<file path="src/rtl/cont9_pkg.sv">
// Shared types and constants for the decade counter digit.
// Segment codes are active-high, bit order {g,f,e,d,c,b,a}.
package cont9_pkg;

  localparam int SEG_W   = 7;
  localparam int DIGIT_W = 4;

  typedef logic [SEG_W-1:0]   seg_t;
  typedef logic [DIGIT_W-1:0] digit_t;

  localparam seg_t SEG_0     = 7'b0111111;
  localparam seg_t SEG_1     = 7'b0000110;
  localparam seg_t SEG_2     = 7'b1011011;
  localparam seg_t SEG_3     = 7'b1001111;
  localparam seg_t SEG_4     = 7'b1100110;
  localparam seg_t SEG_5     = 7'b1101101;
  localparam seg_t SEG_6     = 7'b1111101;
  localparam seg_t SEG_7     = 7'b0000111;
  localparam seg_t SEG_8     = 7'b1111111;
  localparam seg_t SEG_9     = 7'b1101111;
  localparam seg_t SEG_BLANK = 7'b0000000;

endpackage

</file>
<file path="src/rtl/cont9_digit_if.sv">
// Counter digit bus: tick/control inputs and count/flag/segment outputs.
// master = driver of controls (upstream), slave = the counter digit.
interface cont9_digit_if;
  import cont9_pkg::*;

  logic   tick_in;
  logic   en;
  logic   up_dn;
  logic   load;
  digit_t load_val;
  digit_t count;
  logic   carry;
  logic   borrow;
  seg_t   seg;

  modport master (
    output tick_in, en, up_dn, load, load_val,
    input  count, carry, borrow, seg
  );

  modport slave (
    input  tick_in, en, up_dn, load, load_val,
    output count, carry, borrow, seg
  );

endinterface

</file>
<file path="src/rtl/seg7_dec.sv">
// BCD to 7-segment decoder, purely combinational; codes >9 blank.
// Ports: digit[3:0] in, seg[6:0] {g,f,e,d,c,b,a} out.
module seg7_dec
  import cont9_pkg::*;
#(
  parameter bit SEG_ACTIVE_LOW = 1'b1
) (
  input  digit_t digit,
  output seg_t   seg
);

  seg_t raw;

  always_comb begin
    raw = SEG_BLANK;
    case (digit)
      4'd0:    raw = SEG_0;
      4'd1:    raw = SEG_1;
      4'd2:    raw = SEG_2;
      4'd3:    raw = SEG_3;
      4'd4:    raw = SEG_4;
      4'd5:    raw = SEG_5;
      4'd6:    raw = SEG_6;
      4'd7:    raw = SEG_7;
      4'd8:    raw = SEG_8;
      4'd9:    raw = SEG_9;
      default: raw = SEG_BLANK;
    endcase
  end

  assign seg = SEG_ACTIVE_LOW ? ~raw : raw;

endmodule

</file>
<file path="src/rtl/cont9_digit.sv">
// Decade counter digit stepped by rising edges of the prescaler tick.
// Ports: clk, rst (async active-low), bus (cont9_digit_if.slave).
// Option: CONT9_SYNC_EN adds a 2-flop synchronizer on tick_in.
module cont9_digit
  import cont9_pkg::*;
#(
  parameter int unsigned MAX            = 9,
  parameter bit          SEG_ACTIVE_LOW = 1'b1
) (
  input logic         clk,
  input logic         rst,
  cont9_digit_if.slave bus
);

  localparam digit_t MAX_D = DIGIT_W'(MAX);

  logic   tick_src;
  logic   tick_q;
  logic   tick_q_d;
  logic   step;
  digit_t count_q;
  logic   carry_q;
  logic   borrow_q;

`ifdef CONT9_SYNC_EN
  logic sync1;
  logic sync2;

  always_ff @(posedge clk or negedge rst) begin
    if (!rst) begin
      sync1 <= 1'b0;
      sync2 <= 1'b0;
    end else begin
      sync1 <= bus.tick_in;
      sync2 <= sync1;
    end
  end

  assign tick_src = sync2;
`else
  // tick_in is already clk-synchronous when fed by the prescaler.
  assign tick_src = bus.tick_in;
`endif

  // A tick already high at reset release reads as a rising edge,
  // because tick_q_d resets to 0.
  assign step = tick_q & ~tick_q_d;

  always_ff @(posedge clk or negedge rst) begin
    if (!rst) begin
      tick_q   <= 1'b0;
      tick_q_d <= 1'b0;
      count_q  <= '0;
      carry_q  <= 1'b0;
      borrow_q <= 1'b0;
    end else begin
      tick_q   <= tick_src;
      tick_q_d <= tick_q;
      carry_q  <= 1'b0;
      borrow_q <= 1'b0;
      if (bus.load) begin
        // Out-of-range loads clamp to 0; a coincident step is dropped.
        count_q <= (bus.load_val > MAX_D) ? '0 : bus.load_val;
      end else if (step && bus.en) begin
        if (bus.up_dn) begin
          if (count_q == MAX_D) begin
            count_q <= '0;
            carry_q <= 1'b1;
          end else begin
            count_q <= count_q + 4'd1;
          end
        end else begin
          if (count_q == '0) begin
            count_q  <= MAX_D;
            borrow_q <= 1'b1;
          end else begin
            count_q <= count_q - 4'd1;
          end
        end
      end
    end
  end

  assign bus.count  = count_q;
  assign bus.carry  = carry_q;
  assign bus.borrow = borrow_q;

  seg7_dec #(
    .SEG_ACTIVE_LOW (SEG_ACTIVE_LOW)
  ) u_dec (
    .digit (count_q),
    .seg   (bus.seg)
  );

endmodule

</file>
<file path="src/flat_wrapper.sv">
// flat-port wrapper written by rule: the top's interface ports become plain ports
module cont9_digit_flat import cont9_pkg::*;
#(
  parameter int unsigned MAX            = 9,
  parameter bit          SEG_ACTIVE_LOW = 1'b1
)
  (clk, rst, bus_tick_in, bus_en, bus_up_dn, bus_load, bus_load_val, bus_count, bus_carry, bus_borrow, bus_seg);
  cont9_digit_if bus_i ();
  input logic clk;
  input logic rst;
  input wire logic [$bits(bus_i.tick_in)-1:0] bus_tick_in;
  input wire logic [$bits(bus_i.en)-1:0] bus_en;
  input wire logic [$bits(bus_i.up_dn)-1:0] bus_up_dn;
  input wire logic [$bits(bus_i.load)-1:0] bus_load;
  input wire logic [$bits(bus_i.load_val)-1:0] bus_load_val;
  output wire logic [$bits(bus_i.count)-1:0] bus_count;
  output wire logic [$bits(bus_i.carry)-1:0] bus_carry;
  output wire logic [$bits(bus_i.borrow)-1:0] bus_borrow;
  output wire logic [$bits(bus_i.seg)-1:0] bus_seg;
  assign bus_i.tick_in = bus_tick_in;
  assign bus_i.en = bus_en;
  assign bus_i.up_dn = bus_up_dn;
  assign bus_i.load = bus_load;
  assign bus_i.load_val = bus_load_val;
  assign bus_count = bus_i.count;
  assign bus_carry = bus_i.carry;
  assign bus_borrow = bus_i.borrow;
  assign bus_seg = bus_i.seg;
  cont9_digit #(.MAX(MAX), .SEG_ACTIVE_LOW(SEG_ACTIVE_LOW)) u_core (.clk(clk), .rst(rst), .bus(bus_i));
endmodule
</file>
<file path="config.mk">
export PLATFORM = sky130hd
export DESIGN_NAME = cont9_digit_flat
export DESIGN_NICKNAME = d
export VERILOG_FILES = /design/src/rtl/cont9_pkg.sv /design/src/rtl/cont9_digit_if.sv /design/src/rtl/seg7_dec.sv /design/src/rtl/cont9_digit.sv /design/src/flat_wrapper.sv
export SDC_FILE = /design/constraint.sdc
export NUM_CORES = 1
export LEC_CHECK = 0
export BUFFER_PORTS_ARGS = -buffer_cell sky130_fd_sc_hd__buf_4
export CAP_MARGIN = 20
export CORE_MARGIN = 2
export CORE_UTILIZATION = 47
export DETAILED_ROUTE_END_ITERATION = 16
export PLACE_DENSITY_LB_ADDON = 0.15
export SYNTH_ARGS = -nofsm -noshare
export SYNTH_HDL_FRONTEND = slang
export SYNTH_SLANG_ARGS = --single-unit
</file>
<file path="constraint.sdc">
create_clock -name clk -period 2.5 [get_ports clk]
set_input_delay 0.5 -clock clk [delete_from_list [all_inputs] [get_ports clk]]
set_output_delay 0.5 -clock clk [all_outputs]
set_load 0.05 [all_outputs]
</file>
==> summary.md <==
| Metric | Value |
|---|---|
| DR pass1 iterations | 4 |
| Hold WC Path Type | primary input to asynchronous set/reset pin |
| Leading area contributor after synthesis | dfrtp_1 |
| Drt total wl | about 1.6 mm |
| Synthesized Nets | 99 |
| Die W | between 40 and 50 µm |
| Placed cell area | between 800 and 900 µm² |
| Synth Register Bits | 8 |
| Status | finished, final reports clean |
| Pins Over Slew Limit | 0 |
| Critical path required time | around 2.0 ns |
| Setup TNS | 0 ns |
| Starting density of the core | 0.5058 |
| Vias/cell | ~5.9 |
| WL/cell | approximately 13 µm |
| Post-Syn Instances | slightly above 80 |
| Setup Viol. Count Final | 0 |
| Main synth FF type | dfrtp_1 |
| Critical path cell sequence | inv_1 -> ha_1 -> or2_2 -> a21oi_1 -> a31oi_2 -> buf_4 |
| Final Critical Period | about 2.3 ns |
| Core area | 1301 µm² |
| CTS tree | built |
| Io pins | 23 |
| Top cells by area, synth | dfrtp_1 (30%), ha_1 (11%), a21oi_1 (6.1%), nor2_1 (5.7%), o21ai_0 (5.3%) |
| Worst setup path category | flip-flop to primary output |
| Critical path's largest stage delay | around 0.44 ns |
| Slew @ Worst Pin | about 0.45 ns |
| Clock power share | 0.172 |
| Crit share post-route | 0.9251 |
| Int Power | between 0.2 and 0.3 mW |
| All-Layer GR Usage | 0.2069 |
| Switching Share | 0.4772 |
| Dpl ws | approximately 0.40 ns |
| Relative slew slack | 0.7003 |
| Final HPWL DP | between 1 and 1.5 mm |
| Post-CTS sizing | 0 |
| First-pass GRT wire length | about 2.8 mm |
| Post-Layout Inst Area | between 800 and 900 µm² |
| Post-Syn Area per Cell | just under 8 µm² |
| Pin count of the biggest net entering global routing | 15 |
| H-Tree Depth | 1 |
| Vias | between 700 and 800 |
| Post-CTS Setup Bufs | 0 |
| Worst Path Buf+Inv | 2 |
| GR Util met2 | 0.3156 |
| Critical Path AT | 1.81 ns |
| Worst skew pair latency | about 0.26 ns |
| CTS hold repair buffers | 0 |
| Initial drt markers | 28 |
| Reg clk slew, reported paths | approximately 0.06 ns |
| Share of the synthesized area in the top cell type | 0.3042 |
| Hold slack final | 0.04814 ns |
| Slowest-stage cell, CP | dfrtp_2 |
| Count leader, synth | nor2_1 |
| Sw power | about 0.27 mW |
| Worst vdd ir | around 0.41 mV |
| Yosys warning total | 0 |
| Post-route worst setup slack | around 0.19 ns |
| EDFF count, synth | 0 |
| Final Net Count | around 120 |
| Mux share of post-synthesis cell area | 0.03422 |
| Xor/xnor share of the synthesized area | 0.01331 |
| CTS Buffer Depth | 2 |
| Combinational Power Share | 0.542 |
| Achievable frequency | 0.4324 GHz |
| Commonest cells post-synth | nor2_1 (10), nand2_1 (9), a21oi_1 (8), dfrtp_1 (8) |
| CP Max Fanout | 9 |
| Worst setup SP type | flip-flop |
| Initial antenna violation count | 0 |
| Seq/Total Area, Yosys | 0.3042 |
| Routability Congestion | around 0.82 |
| Clk_skew | 0.007968 ns |
| Final Hold Vio Count | 0 |
| Grt ovf | 0 |
| Synth Area in Adders | 0.1141 |
| Routed Antenna Nets | 0 |
| Die height | 41.42 µm |
| Sequential power share | 0.286 |
| # DRC | 0 |
| CTS Buf Count | 3 |
| Combinational family with the most area after synthesis | compound AO/OA/AOI/OAI gates |
| PwrDens | between 600 and 700 nW/µm² |
| Leakage power | roughly 0.41 nW |
| CTS sink count | 8 |
| DIE AREA | 1716 µm² |
| # diodes | 0 |
| Num rows | 13 |
| Share of cells above drive strength 1 | 0.3048 |
| Cell Area, Synth | between 600 and 700 µm² |
| RSZ-0062 raised after global routing | no |
| Global routing's busiest layer | met2 |
| Setup crit end kind | primary output |
| GR Util met3 | 0.04348 |
| Simple-Gate Fraction of Synth Area | 0.2224 |
| CP delay by family, top | flip-flops |
| Synth-to-Final Area Change | 31.37% |
| Max-cap violations | 0 |
| Post-synthesis compound-gate area fraction | 0.2510 |
| I/O Buffers | 22 |
| Vias in the first global route | 646 |
| Ys async rst share | 1.000 |
| Met1 usage | 0.2943 |
| Post-synth cell types | 25 |
| Clk root buf | clkbuf_4 |
[cell families after synthesis]
logic type / Yosys count
AO/OA/AOI/OAI: 26
XOR/XNOR: 1
adder cells (fa/ha/maj): 6
buffers and inverters: 10
flip-flops: 8
multiplexers: 1
AND/OR/NAND/NOR: 31
[per-stage QoR]
step | util | cells | total power, mW
2_1_floorplan | - | 83 | 0.3823
3_3_place_gp | 0.6462 | 117 | 0.4690
3_5_place_dp | 0.6462 | 117 | 0.4712
4_1_cts | 0.6635 | 120 | 0.5709
5_1_grt | 0.6644 | 120 | 0.6027
6_report | 0.6644 | 120 | 0.5689
[power groups by stage]
stage	sequential [mW]	clock, mW	combinational [mW]
2_1_floorplan	0.179	0	0.203
4_1_cts	0.161	0.101	0.309
5_1_grt	0.166	0.105	0.332
3_5_place_dp	0.164	0	0.307
3_3_place_gp	0.164	0	0.305
6_report	0.163	0.0981	0.308
[layer usage]
layer  vias up  wire length, µm
met4         0               17
met5         -                0
met2        37              709
met3         3              150
li1        339                -
met1       328              678
[flip-flops by register name, indices dropped and copies added, names as in the netlist]
| name | count |
|---|---|
| u_core.bus.count | 4 |
| u_core.bus.borrow | 1 |
| u_core.bus.carry | 1 |
| u_core.tick_q | 1 |
| u_core.tick_q_d | 1 |
[worst paths after layout]
check / cells past startpoint / end / startpoint / slack, ns
min in group clk: 1 / u_core.tick_q / bus_tick_in / 0.35
min: 1 / u_core.bus.borrow / rst / 0.05
max reg2reg: 6 / u_core.bus.count[2] / u_core.bus.count[0] / 0.53
min reg2reg: 0 / u_core.tick_q_d / u_core.tick_q / 0.38
max in group asynchronous: 1 / u_core.bus.count[1] / rst / 2.31
max: 6 / bus_seg[3] / u_core.bus.count[1] / 0.19
[layout by cell type, fill, tap and decap left out, types with 2 or more instances in the layout]
| cell type | count |
|---|---|
| buf_4 | 22 |
| a21oi_1 | 7 |
| inv_1 | 7 |
| dfrtp_1 | 7 |
| nand2_1 | 9 |
| nor2_1 | 9 |
| a31oi_1 | 4 |
| nor4_1 | 2 |
| nand3_1 | 2 |
| clkbuf_4 | 3 |
| nand3b_1 | 2 |
| ha_1 | 6 |
| o21ai_0 | 6 |
| nand2b_1 | 3 |
[area by class of cell]
type	instances	area, µm²
flip-flops and latches	8	201.4
repair buffers	22	165.2
inverters	7	26.28
well taps	15	18.77
fillers	119	436.7
multi-input cells	65	430.4
clock buffers	3	22.52
(Power assumes the default switching activity.)
